### src/rtl/smg_scan_control_module_if.sv
// Data/display bundle between the value source and the seven-segment scan controller.
interface smg_scan_control_module_if #(
  parameter int unsigned DIGITS = 8
);
  logic [4*DIGITS-1:0] Data_In;
  logic                Data_Valid;
  logic                LZ_En;
  logic [3:0]          Number_Data;
  logic [DIGITS-1:0]   Scan_Sig;
  logic                Frame_Done;

  modport master (
    output Data_In, Data_Valid, LZ_En,
    input  Number_Data, Scan_Sig, Frame_Done
  );

  modport slave (
    input  Data_In, Data_Valid, LZ_En,
    output Number_Data, Scan_Sig, Frame_Done
  );
endinterface

### src/rtl/smg_scan_control_module.sv
// Multiplexed hex scan of a 4*DIGITS-bit word with frame-aligned updates and
// leading-zero blanking; Scan_Sig is delayed one extra cycle to meet the encoder output.
module smg_scan_control_module #(
  parameter int unsigned T_DIGIT = 50000,
  parameter int unsigned DIGITS  = 8
) (
  input  logic                       CLK,
  input  logic                       RSTn,
  smg_scan_control_module_if.slave   bus
);

  localparam int unsigned PW = (T_DIGIT > 1) ? $clog2(T_DIGIT) : 1;
  localparam int unsigned IW = (DIGITS > 1) ? $clog2(DIGITS) : 1;
  localparam int unsigned DW = 4 * DIGITS;

  logic [PW-1:0]     prescaler;
  logic [IW-1:0]     idx;
  logic [IW-1:0]     idx_d;
  logic              blank_d;
  logic [DW-1:0]     display;
  logic [DW-1:0]     pending;
  logic              pend_flag;

  logic              tick_c;
  logic              frame_c;
  logic              blank_c;
  logic [3:0]        nibble_c;
  logic [DIGITS-1:0] zero_from_c;

  assign tick_c  = (prescaler == PW'(T_DIGIT - 1));
  assign frame_c = tick_c && (idx == IW'(DIGITS - 1));

  // zero_from_c[i]: display nibbles i..DIGITS-1 are all zero
  always_comb begin
    zero_from_c = '0;
    for (int i = 0; i < int'(DIGITS); i++) begin
      zero_from_c[i] = ((display >> (4 * i)) == '0);
    end
  end

  // Nibble and blanking decision for the current slot
  always_comb begin
    nibble_c = 4'h0;
    blank_c  = 1'b0;
    for (int i = 0; i < int'(DIGITS); i++) begin
      if (idx == IW'(i)) begin
        nibble_c = display[4*i +: 4];
        blank_c  = bus.LZ_En && (i != 0) && zero_from_c[i];
      end
    end
  end

  // Digit timing: prescaler and slot index
  always_ff @(posedge CLK or negedge RSTn) begin
    if (!RSTn) begin
      prescaler <= '0;
      idx       <= '0;
    end else begin
      prescaler <= tick_c ? '0 : prescaler + PW'(1);
      if (tick_c) begin
        idx <= frame_c ? '0 : idx + IW'(1);
      end
    end
  end

  // Double-buffered display word; a strobe on the boundary tick bypasses pending
  always_ff @(posedge CLK or negedge RSTn) begin
    if (!RSTn) begin
      display        <= '0;
      pending        <= '0;
      pend_flag      <= 1'b0;
      bus.Frame_Done <= 1'b0;
    end else begin
      bus.Frame_Done <= frame_c;
      if (frame_c) begin
        pend_flag <= 1'b0;
        if (bus.Data_Valid) begin
          display <= bus.Data_In;
        end else if (pend_flag) begin
          display <= pending;
        end
      end else if (bus.Data_Valid) begin
        pending   <= bus.Data_In;
        pend_flag <= 1'b1;
      end
    end
  end

  // Two-stage output pipeline: nibble first, enables one cycle later
  always_ff @(posedge CLK or negedge RSTn) begin
    if (!RSTn) begin
      bus.Number_Data <= 4'h0;
      idx_d           <= '0;
      blank_d         <= 1'b1;
      bus.Scan_Sig    <= '1;
    end else begin
      bus.Number_Data <= nibble_c;
      idx_d           <= idx;
      blank_d         <= blank_c;
      bus.Scan_Sig    <= blank_d ? '1 : ~(DIGITS'(1) << idx_d);
    end
  end

endmodule

### src/flat_wrapper.sv
// flat-port wrapper written by rule: the top's interface ports become plain ports
module smg_scan_control_module_flat 
#(
  parameter int unsigned T_DIGIT = 50000,
  parameter int unsigned DIGITS  = 8
)
  (CLK, RSTn, bus_Data_In, bus_Data_Valid, bus_LZ_En, bus_Number_Data, bus_Scan_Sig, bus_Frame_Done);
  smg_scan_control_module_if #(.DIGITS(DIGITS)) bus_i ();
  input  logic CLK;
  input  logic RSTn;
  input wire logic [$bits(bus_i.Data_In)-1:0] bus_Data_In;
  input wire logic [$bits(bus_i.Data_Valid)-1:0] bus_Data_Valid;
  input wire logic [$bits(bus_i.LZ_En)-1:0] bus_LZ_En;
  output wire logic [$bits(bus_i.Number_Data)-1:0] bus_Number_Data;
  output wire logic [$bits(bus_i.Scan_Sig)-1:0] bus_Scan_Sig;
  output wire logic [$bits(bus_i.Frame_Done)-1:0] bus_Frame_Done;
  assign bus_i.Data_In = bus_Data_In;
  assign bus_i.Data_Valid = bus_Data_Valid;
  assign bus_i.LZ_En = bus_LZ_En;
  assign bus_Number_Data = bus_i.Number_Data;
  assign bus_Scan_Sig = bus_i.Scan_Sig;
  assign bus_Frame_Done = bus_i.Frame_Done;
  smg_scan_control_module #(.T_DIGIT(T_DIGIT), .DIGITS(DIGITS)) u_core (.CLK(CLK), .RSTn(RSTn), .bus(bus_i));
endmodule
### config.mk
export PLATFORM = sky130hd
export DESIGN_NAME = smg_scan_control_module_flat
export DESIGN_NICKNAME = d
export VERILOG_FILES = /design/src/rtl/smg_scan_control_module_if.sv /design/src/rtl/smg_scan_control_module.sv /design/src/flat_wrapper.sv
export SDC_FILE = /design/constraint.sdc
export NUM_CORES = 1
export LEC_CHECK = 0
export ABC_AREA = 1
export BUFFER_PORTS_ARGS = -buffer_cell sky130_fd_sc_hd__buf_2
export CORE_AREA = 2 2 94 96
export CTS_BUF_LIST = sky130_fd_sc_hd__clkbuf_4 sky130_fd_sc_hd__clkbuf_8
export CTS_CLUSTER_DIAMETER = 150
export DETAILED_ROUTE_END_ITERATION = 6
export DIE_AREA = 0 0 96 98
export GPL_ROUTABILITY_DRIVEN = 0
export GPL_TIMING_DRIVEN = 0
export PLACE_DENSITY = 0.88
export SETUP_SLACK_MARGIN = 0.1
export SLEW_MARGIN = 15
export SYNTH_ARGS = -nofsm -noshare
export SYNTH_HDL_FRONTEND = slang
export SYNTH_SLANG_ARGS = --single-unit
### constraint.sdc
create_clock -name CLK -period 5.4 [get_ports CLK]
set_input_delay 1.08 -clock CLK [delete_from_list [all_inputs] [get_ports CLK]]
set_output_delay 1.08 -clock CLK [all_outputs]
set_load 0.1 [all_outputs]
==> metrics.yaml <==
outcome:
  status: "finished clean"
synthesis:
  ys.flop_type: "dfrtp_1"
  synthesis.nets: 612
  synth_cells: 569
  avgSynthCellArea_um2: 8.58
  syn-cell-area_um2: 4880
  postSynth.asyncResetShare_pct: 100
  ys_seq_elements: 101
  synth_seq_area_share_pct: 52.0
  synth-edff-count: 0
  ys_types: 35
  yosysWarnings: 0
grt:
  grt_max_degree: 59
  grt_use_total_pct: 23.0
  first_global_vias: 3844
  grt_pass1_wl_um: 17100
  antenna_found_initial: 0
  overflow: 0
  grtUsageMet1_pct: 30.4
  use_met3_pct: 4.55
  grt_busiest_layer: "met2"
  grt_use_met2_pct: 37.4
sta:
  drv_slew: 0
  grt_setup_unrepaired: "false"
  tightest_slew_ns: 0.681
  period_needed_ns: 2.39
  hold_viol: 0
  fin_crit_sh_pct: 44.2
  setup_tns_ns: 0
  fin_skew_ns: 0.0145
  max_slew_margin_pct: 54.3
  fmax_ghz: 0.419
  setup_viol: 0
clock_network:
  htree_num_levels: 3
  cts.clk_slew.worst_paths_ns: 0.10
  cts_root_buf: "clkbuf_8"
  cts_tree: "done"
  cts_resized: 0
  cts.hold.buffers_added: 0
  clk_latency_ns: 0.37
  cts_num_sinks: 101
  cts_buffers: 9
  cts_setup_buffers: 0
  clk_path_buf_depth: 2
floorplanning:
  core_um2: 8470
  rows: 34
  die_h_um: 98
  design.portCount: 49
  start_util_pct: 57.7
  die_w_um: 96
  die_area_um2: 9410
worst_hold_path:
  hp-class: "flop to flop"
routing:
  drt_drc_violations_left: 0
  drtIter0Drc: 249
  via_per_inst: 5.35
  vias: 3972
  drt-pass1-iter-count: 5
  wl_per_cell_um: 13.4
  drtAntennaViolNets: 0
  wl_um: 9940
setup_path:
  worstPathArrival_ns: 1.31
  startpoint_type: "flop"
  required_ns: 4.32
  path_cells: "buf_2"
  ff2ff_setup_slack_ns: 3.16
  crit_type: "flop to primary output"
  critPathBufInv: 1
  critPathTopFamily: "flip-flops"
  critPathMaxFanout: 1
  critPathSlowestCell: "dfstp_2"
  cp_slowest_stage_delay_ns: 0.53
  worst_setup_path_end_kind: "primary output"
placement:
  dp_hpwl_um: 7410
  io_buffer_count: 48
pwr:
  power.density_nw_per_um2: 248
  ir_drop_mv: 0.207
  power_leakage_nw: 2.81
job:
  cap_viol_max_count: 0
final_layout:
  drive_above_1_share_pct: 19.4
  syn2layout_area_growth_pct: 12.2
  final_util_pct: 64.7
  nets: 672
  diodes: 0
-- cell families (layout without fill, tap and decap cells) --
logic type               after synthesis  count (layout)  share of synthesized area (%)
AND/OR/NAND/NOR                      264             264                           23.4
AO/OA/AOI/OAI                        103             103                           12.4
flip-flops                           101             101                           52.0
buffers and inverters                 81             146                           7.86
adder cells (fa/ha/maj)                7               7                           1.79
multiplexers                           7               7                           1.43
XOR/XNOR                               6               6                           1.08
-- final timing paths --
kind / start / depth (start not counted) / to
setup / recovery: u_core.bus.Scan_Sig[3] / 1 / bus_Scan_Sig[3]
hold / removal: u_core.idx[2] / 0 / u_core.idx_d[2]
setup reg to reg: u_core.prescaler[0] / 7 / u_core.display[2]
hold reg to reg: u_core.idx[2] / 0 / u_core.idx_d[2]
max in group asynchronous: RSTn / 2 / u_core.pending[6]
min in group asynchronous: RSTn / 1 / u_core.prescaler[8]
-- metrics by stage --
step / std cells / hold WS (ns) / setup WS, ns / power [W] / cell area, um2
finish: 742 / 0.421 / 3.01 / 0.00136 / 5480
global route: 742 / 0.438 / 2.94 / 0.00141 / 5480
CTS: 742 / 0.422 / 2.99 / 0.00137 / 5480
detailed placement: 726 / 0.399 / 2.81 / 0.000911 / 5290
global placement: 725 / 0.393 / 2.32 / 0.000904 / 5260
floorplan: 569 / 0.378 / 3.38 / 0.000863 / 4880
-- cell usage in the layout (no fill, tap or decap), types with 10 or more instances in the layout --
| master | n |
|---|---|
| nand2_2 | 12 |
| inv_1 | 58 |
| o21ai_1 | 32 |
| dfrtp_1 | 92 |
| clkbuf_1 | 10 |
| o21ai_0 | 43 |
| buf_2 | 53 |
| nor2_1 | 43 |
| o21ai_2 | 18 |
| nand2_1 | 160 |
| nand3_1 | 25 |
-- where the power goes --
part	internal [W]	total (W)	switching [W]	leakage [nW]
registers	0.000777	0.000789	0.0000119	1.30
logic	0.0000422	0.000107	0.0000649	1.42
clock network	0.000180	0.000463	0.000283	0.0947
total	0.000999	0.00136	0.000360	2.81
-- area by class of cell --
| cell class | count | area [um2] |
|---|---|---|
| Fill cell | 675 | 2990 |
| Clock inverter | 7 | 65.1 |
| Tap cell | 108 | 135 |
| Timing Repair Buffer | 49 | 270 |
| Sequential cell | 101 | 2540 |
| Buffer | 22 | 163 |
| Multi-Input combinational cell | 387 | 1960 |
| Clock buffer | 9 | 124 |
| Inverter | 59 | 221 |
-- cell usage after synthesis (2+ instances only) --
master	count	share of area, %
nand2_1	160	12
dfrtp_1	92	47
inv_1	58	4.5
nor2_1	43	3.3
o21ai_0	43	4.4
o21ai_1	32	3.3
nand3_1	25	2.6
o21ai_2	18	3.2
nand2_2	12	1.5
clkbuf_1	10	0.77
dfstp_2	9	4.8
ha_1	7	1.8
mux2i_1	7	1.4
nand4_1	7	0.90
a21oi_1	6	0.61
buf_2	6	0.61
nor4_1	6	0.77
buf_12	4	1.6
xor2_1	4	0.72
nor3_1	3	0.31
nand2_4	2	0.46
xnor2_1	2	0.36
-- metal layers --
metal  part of all wire, %  wire length (um)
met5                     0                 0
met1                    43              4300
met2                    50              4970
met4                   2.5               244
met3                   4.3               429
-- sequential cells by signal, summed over array words and instances, names as in the netlist --
name / flops
u_core.blank_d: 1
u_core.bus.Frame_Done: 1
u_core.bus.Number_Data: 4
u_core.bus.Scan_Sig: 8
u_core.display: 32
u_core.idx: 3
u_core.idx_d: 3
u_core.pend_flag: 1
u_core.pending: 32
u_core.prescaler: 16
No activity file was read; power rests on OpenSTA's default activity.
